--- config.mk ---
export PLATFORM = sky130hd
export DESIGN_NAME = rst_seq
export DESIGN_NICKNAME = d
export VERILOG_FILES = /design/src/rtl/rst_seq.sv
export SDC_FILE = /design/constraint.sdc
export NUM_CORES = 1
export LEC_CHECK = 0
export CAP_MARGIN = 20
export CORE_UTILIZATION = 53
export CTS_BUF_LIST = sky130_fd_sc_hd__clkbuf_2
export DETAILED_ROUTE_END_ITERATION = 12
export GPL_ROUTABILITY_DRIVEN = 0
export HOLD_SLACK_MARGIN = 0.03
export MAX_ROUTING_LAYER = met4
export PLACE_DENSITY = 0.76
export SETUP_SLACK_MARGIN = 0.5
export SYNTH_ARGS = -nofsm -noshare
export SYNTH_HDL_FRONTEND = slang
export SYNTH_SLANG_ARGS = --single-unit
--- constraint.sdc ---
create_clock -name clk -period 3.5 [get_ports clk]
set_clock_uncertainty 0.1 [all_clocks]
set_input_delay 0.35 -clock clk [delete_from_list [all_inputs] [get_ports clk]]
set_output_delay 0.35 -clock clk [all_outputs]
set_load 0.1 [all_outputs]
--- src/rtl/rst_seq.sv ---
// rst_seq: staged reset release sequencer.
// Waits for a filtered clock-manager lock. It then releases rst_out[0],
// rst_out[1], ... one stage at a time, STAGE_DLY cycles apart.
// Optional feature macro: RST_SEQ_LOCK_LOSS_EN. When it is defined, a lock
// drop after sequencing has begun forces a restart and sets lock_lost.
module rst_seq #(
  parameter int NUM_STAGES  = 4,
  parameter int STAGE_DLY   = 16,
  parameter int LOCK_FILTER = 8
) (
  input  logic                  clk,
  input  logic                  sync_rst,
  input  logic                  pll_locked,
  input  logic                  sw_rst,
  output logic [NUM_STAGES-1:0] rst_out,
  output logic                  seq_done,
  output logic                  lock_lost
);

  localparam int LOCK_W  = (LOCK_FILTER > 1) ? $clog2(LOCK_FILTER) : 1;
  localparam int DLY_W   = (STAGE_DLY > 1)   ? $clog2(STAGE_DLY)   : 1;
  localparam int STAGE_W = (NUM_STAGES > 1)  ? $clog2(NUM_STAGES)  : 1;

  localparam logic [LOCK_W-1:0]  LOCK_LAST  = LOCK_W'(LOCK_FILTER - 1);
  localparam logic [DLY_W-1:0]   DLY_LAST   = DLY_W'(STAGE_DLY - 1);
  localparam logic [STAGE_W-1:0] STAGE_LAST = STAGE_W'(NUM_STAGES - 1);

  typedef enum logic [1:0] {
    WAIT_LOCK = 2'd0,
    RELEASE   = 2'd1,
    DONE      = 2'd2
  } state_t;

  state_t                  r_state;
  logic [LOCK_W-1:0]       r_lock_cnt;
  logic [DLY_W-1:0]        r_dly_cnt;
  logic [STAGE_W-1:0]      r_stage;
  logic [NUM_STAGES-1:0]   r_rst;
  logic                    r_done;
  // A restart request is frozen for one cycle and executed on the next edge.
  // The execution edge is edge 0 of the new timeline, so lock filtering
  // starts one edge later. sync_rst also arms this flag, which makes the
  // first edge after sync_rst falls behave in the same way.
  logic                    r_pend;
  logic                    w_ll_trig;

`ifdef RST_SEQ_LOCK_LOSS_EN
  logic r_pend_ll;
  logic r_lock_lost;

  // Lock loss only matters once sequencing has begun
  assign w_ll_trig = (r_state != WAIT_LOCK) && !pll_locked;
  assign lock_lost = r_lock_lost;
`else
  assign w_ll_trig = 1'b0;
  assign lock_lost = 1'b0;
`endif

  // Sequencer FSM: restart handling, lock filter, staged release
  always_ff @(posedge clk) begin
    if (sync_rst || r_pend) begin
      r_state    <= WAIT_LOCK;
      r_lock_cnt <= '0;
      r_dly_cnt  <= '0;
      r_stage    <= '0;
      r_rst      <= '1;
      r_done     <= 1'b0;
      r_pend     <= sync_rst | sw_rst;
`ifdef RST_SEQ_LOCK_LOSS_EN
      r_pend_ll  <= 1'b0;
      if (sync_rst) begin
        r_lock_lost <= 1'b0;
      end else if (r_pend_ll) begin
        r_lock_lost <= 1'b1;
      end
`endif
    end else if (sw_rst || w_ll_trig) begin
      // Freeze the sequence so a coincident terminal count cannot release a stage
      r_pend <= 1'b1;
`ifdef RST_SEQ_LOCK_LOSS_EN
      r_pend_ll <= !sw_rst;
`endif
    end else begin
      case (r_state)
        WAIT_LOCK: begin
          if (pll_locked) begin
            if (r_lock_cnt == LOCK_LAST) begin
              r_state    <= RELEASE;
              r_lock_cnt <= '0;
              r_dly_cnt  <= '0;
              r_stage    <= '0;
            end else begin
              r_lock_cnt <= r_lock_cnt + 1'b1;
            end
          end else begin
            r_lock_cnt <= '0;
          end
        end
        RELEASE: begin
          if (r_dly_cnt == DLY_LAST) begin
            r_dly_cnt <= '0;
            // Shifting a zero in from bit 0 keeps rst_out thermometer-shaped
            r_rst     <= r_rst << 1;
            if (r_stage == STAGE_LAST) begin
              r_state <= DONE;
              r_done  <= 1'b1;
            end else begin
              r_stage <= r_stage + 1'b1;
            end
          end else begin
            r_dly_cnt <= r_dly_cnt + 1'b1;
          end
        end
        DONE: begin
          r_done <= 1'b1;
        end
        default: begin
          r_state <= WAIT_LOCK;
        end
      endcase
    end
  end

  assign rst_out  = r_rst;
  assign seq_done = r_done;

endmodule

==> metrics.md <==
| Metric | Value |
|---|---|
| P&R area growth vs syn | `11.9%` |
| Fmax | `442 MHz` |
| Setup bufs post-CTS | `0` |
| Placed cell area | `930 um2` |
| Detail Route Antenna Nets | `0` |
| CTS tree | `done` |
| Worst-path clk slew | `0.16 ns` |
| Width of the die | `42.0 um` |
| RSZ-0062 raised after global routing | `false` |
| Post-Syn Nets | `109` |
| Crit. End Element | `primary output` |
| First-pass GRT wire length | `2540 um` |
| Distinct cells, synth | `32` |
| Crit path time final | `2.26 ns` |
| Top delay family on crit path | `buffers and inverters` |
| Detailed-route DRC error count | `0` |
| Via count of the first global-routing pass | `600` |
| CP Data Arrival Time | `1.81 ns` |
| Layout cells sized above 1 | `7.48%` |
| Hold crit path type | `flip-flop to flip-flop` |
| Total power | `307 uW` |
| GRT Residual Overflow | `0` |
| Seq/Total Area, Yosys | `41.3%` |
| Fin. Hold Viols | `0` |
| Synth Warn # | `0` |
| CTS buffer count | `3` |
| Avg Inst Size Synth | `8.66 um2` |
| Core Area | `0.00151 mm2` |
| Power Density | `323 mW/mm2` |
| Initial Util | `56.3%` |
| TritonRoute pass-1 iters | `4` |
| Cts repair resizes | `0` |
| DR iter-0 viols | `20` |
| Startpoint Class | `flip-flop` |
| Critical path's slowest cell | `clkdlybuf4s50_1` |
| Total GRT Usage | `19.6%` |
| Vias | `721` |
| CP Data Required Time | `3.05 ns` |
| Status | `completed` |
| WHS | `0.366 ns` |
| Die area | `0.00176 mm2` |
| Nets | `119` |
| Buf/Inv on CP | `1` |
| Part of the cycle the worst path needs | `64.7%` |
| CTS Hold Bufs | `0` |
| Clock Latency Late Sink | `0.30 ns` |
| PortBufs | `8` |
| Largest net degree at the start of global routing | `12` |
| VDD IR max | `0.000213 V` |
| Ys async rst share | `0%` |
| Fin area | `950 um2` |
| Max Cap Violations | `0` |
| CTS root buf | `clkbuf_2` |
| Clock Path Buffers | `2` |
| P_leak | `0.330 nW` |
| Core Rows | `14` |
| Critical path fanouts, max | `3` |
| Ant diodes | `0` |
| Max-slew violations | `0` |
| Final setup fails | `0` |
| CP cell instances | `clkdlybuf4s50_1` |
| Total clock sinks | `17` |
| Top Ports | `10` |
| Post-route worst setup slack | `1.24 ns` |
| Routed wire length per instance | `12.5 um` |
| Post-DP HPWL | `1120 um` |
| Critical Path Max Stage Delay | `1.14 ns` |
| Crit Path Category | `flip-flop to primary output` |
| Vias/cell | `5.86` |
| Setup Total Neg Slack | `0 ns` |
| H-Tree Depth | `1` |
| Worst Max-Slew Pin Slew | `0.963 ns` |
| Synth Instances | `98` |
| Ys flop type | `dfxtp_1` |
| WL final | `1530 um` |
| Die Y | `42.0 um` |
| Pre-CTS WS | `1.33 ns` |
| Post-synth EDFFs | `1` |
| Slew HR | `35.6%` |
| Yosys reg bits | `17` |
| Initial antenna violation count | `0` |
| Mapped Area | `848 um2` |
[metrics by stage]
stage / util (%) / std cells
3_3_place_gp: 61.7 / 119
6_report: 63.0 / 123
5_1_grt: 63.0 / 123
3_5_place_dp: 61.7 / 119
2_1_floorplan: - / 98
4_1_cts: 63.0 / 123
[area by class of cell]
cell class                 count  area [um2]
clock buffer                   4        20.0
fill                         132         557
inverter                       4        15.0
multi-input combinational     74         464
sequential                    17         350
tap                           16        20.0
timing repair buffer           8        80.1
[registers in the layout, summed over array words and instances (netlist names)]
register,flops
r_stage,2
r_dly_cnt,4
r_pend,1
r_state,2
rst_out,4
r_lock_cnt,3
seq_done,1
[cell usage in the layout, fill, tap and decap left out, types with 2 or more instances in the layout]
master and n:
nor2_1 6, ha_1 7, nand3_1 5, clkdlybuf4s50_1 8, or2_2 2, clkbuf_2 4
nor3b_1 2, inv_1 4, dfxtp_1 16, o21ai_0 6, a21oi_1 9, nand2_1 16
mux2i_1 3
[kinds of logic after synthesis]
family          share of synthesized area [%]
compound gates                           15.6
fa+ha+maj                                10.3
buf+inv                                  3.98
flops                                    41.3
mux                                      3.54
other cells                             0.442
simple gates                             24.8
[per-layer routing]
metal  routed length (um)  global-route usage [%]  vias to the layer above
li1                     -                       -                      366
met1                  725                    25.1                      337
met2                  720                    29.7                       14
met3                   61                    3.88                        4
met4                   27                    9.68                        0
met5                    0                       -                        -
[final timing paths]
path / from / to / slack [ns] / cells after the start
worst min register to register: r_lock_cnt[1]$_SDFFE_PP0P_ / r_lock_cnt[1]$_SDFFE_PP0P_ / 0.37 / 2
worst min-delay path: r_lock_cnt[1]$_SDFFE_PP0P_ / r_lock_cnt[1]$_SDFFE_PP0P_ / 0.37 / 2
worst max-delay path: rst_out[1]$_SDFFE_PP1P_ / rst_out[1] / 1.24 / 1
worst max register to register: r_state[1]$_SDFFE_PP0P_ / r_stage[1]$_SDFFE_PP0P_ / 1.52 / 6
[synth_stat cells (2+ instances only)]
master / count / area share (%)
nand3_1: 5 / 2.9
buf_4: 2 / 1.8
o21ai_0: 6 / 3.5
mux2i_1: 3 / 3.5
nor2_1: 6 / 2.7
inv_1: 4 / 1.8
or2_2: 2 / 1.5
nor3b_1: 2 / 1.8
nand2_1: 16 / 7.1
a21oi_1: 9 / 5.3
dfxtp_1: 16 / 38
ha_1: 7 / 10
[where the power goes]
| group | leakage, nW | switching (mW) | internal, mW |
|---|---|---|---|
| logic | 0.175 | 0.0124 | 0.00575 |
| clock network | 0.0166 | 0.0614 | 0.0303 |
| registers | 0.138 | 0.000586 | 0.196 |
| total | 0.330 | 0.0743 | 0.232 |
No activity file was read; power rests on OpenSTA's default activity.
==> edit: new RTL, config.mk and constraints unchanged <==
Set the parameter `LOCK_FILTER` to 16 (it was 8).
--- a/src/rtl/rst_seq.sv
+++ b/src/rtl/rst_seq.sv
@@ -7,5 +7,5 @@
   parameter int NUM_STAGES  = 4,
   parameter int STAGE_DLY   = 16,
-  parameter int LOCK_FILTER = 8
+  parameter int LOCK_FILTER = 16
 ) (
   input  logic                  clk,
Function: no difference found for any inputs over 10 cycles, from zero or initial values; that may be too few to reach the edited logic, so the function may still have changed.
==> edit against the original RTL <==
  * Worst setup slack got worse by 0.029 ns
  * Final area is 9.5% higher
  * Total power is 2.7% higher
  * Count of clock-buffer cells in the layout shrank 1
  * Register-to-register slack improved by 0.16 ns
  * Sequential share of layout area shrank 1.3 points
  * Via count up 2.4%
  * Clock power shrank 3.9%
  * Synthesized area up 10%
  * Synthesized cell count up 5.1%
  * Sequential cell count grew 1
  * Wire length up 8.2%
  * Highest routed layer unchanged
==> edit: results (changes against the original RTL) <==
status = complete, no violations
grt met2 use = 0.341 (+0.0443)
Cell Area, Placed = 1020 um^2 (+9.8%)
largest cells by area after synthesis = dfxtp_1, ha_1, nand2_1, mux2i_1, a21oi_1
Vias/cell = 5.77 (-1.6%)
Placed Cells = 124 (+4.2%)
largest net degree at the start of global routing = 15 (+3)
vias in the first global route = 667 (+11%)
share of cells above drive strength 1 = 0.0893 (+0.0145)
DR pass1 iterations = 3 (-1)
dpl ws = 1.57 ns (+0.241 ns)
Nets = 123 (+3.4%)
met1 Usage GRT = 0.265 (+0.0136)
P_leak = 0.394 nW (+19%)
sw frac = 0.245 (+0.00248)
first-pass GRT wire length = 2.96 mm (+17%)
dpl hpwl = 1.15 mm (+2.8%)
core area = 1580 um^2 (+4.7%)
Initial DRC Count = 9 (-55%)
Mapped Cells = 103 (+5.1%)
Worst VDD drop = 0.282 mV (+33%)
post-route insts no fill = 128 (+4.1%)
sequential group share of total power = 0.662 (+0.020)
reg2reg path depth = 5 (-1)
top post-synthesis cells by count = dfxtp_1, nand2_1, a21oi_1, nor2_1, ha_1
drt total wl = 1.66 mm (+8.2%)
Synthesized Nets = 113 (+3.7%)
global routing usage on met3 = 0.0612 (+0.0224)
Seq/Total Area, Yosys = 0.395 (-0.0178)
total track usage = 0.216 (+0.0194)
clock group power = 0.0881 mW (-3.9%)
Cell variety after synth = 38 (+19%)
CP max stage delay = 1.15 ns
Rel. slew slack = 0.345 (-0.0116)
## edit: changes by cell type in the layout (fill, tap and decap cells not counted), sizes merged, moves of 2 or more
cell / unedited run / this run
mux2i: 3 / 5
nand3b: 1 / 3
nand4: 1 / 3
or4b: 2 / 0
o21ai: 6 / 2
## edit: cell families (layout without fill, tap and decap cells)
| logic type | count (synthesis) | after routing | synth area share |
|---|---|---|---|
| AO/OA/AOI/OAI | 23 | 23 | 0.183 |
| adder cells (fa/ha/maj) | 6 | 6 | 0.0801 |
| buffers and inverters | 8 | 17 | 0.0374 |
| flip-flops | 18 | 18 | 0.395 |
| multiplexers | 5 | 5 | 0.0534 |
| other | 1 | 1 | 0.00400 |
| AND/OR/NAND/NOR | 42 | 42 | 0.247 |
## edit: area by class of cell
| type | instances | area, um^2 | share of cell area |
|---|---|---|---|
| clock buffers | 3 | 15.0 | 0.0144 |
| multi-input cells | 77 | 532 | 0.511 |
| flip-flops and latches | 18 | 370 | 0.356 |
| inverters | 5 | 18.8 | 0.0181 |
| repair buffers | 8 | 80.1 | 0.0770 |
| clock inverters | 1 | 3.75 | 0.00361 |
| well taps | 16 | 20.0 | 0.0193 |
## edit: worst min-delay path, stage by stage, from the launching register on
cell	delay, ns
dfxtp_1	0.35
nand2_1	0.05
mux2i_1	0.06
## edit: final timing paths
kind | startpoint | to | slack (ns)
min reg2reg | r_stage[1] | r_stage[1] | 0.38
min | r_stage[1] | r_stage[1] | 0.38
max | rst_out[1] | rst_out[1] | 1.21
max reg2reg | r_state[1] | rst_out[2] | 1.68
## edit: layer usage
| layer | up-vias | share of wire |
|---|---|---|
| met1 | 338 | 0.47 |
| li1 | 388 | - |
| met3 | 2 | 0.036 |
| met5 | - | 0 |
| met4 | 0 | 0.012 |
| met2 | 10 | 0.48 |
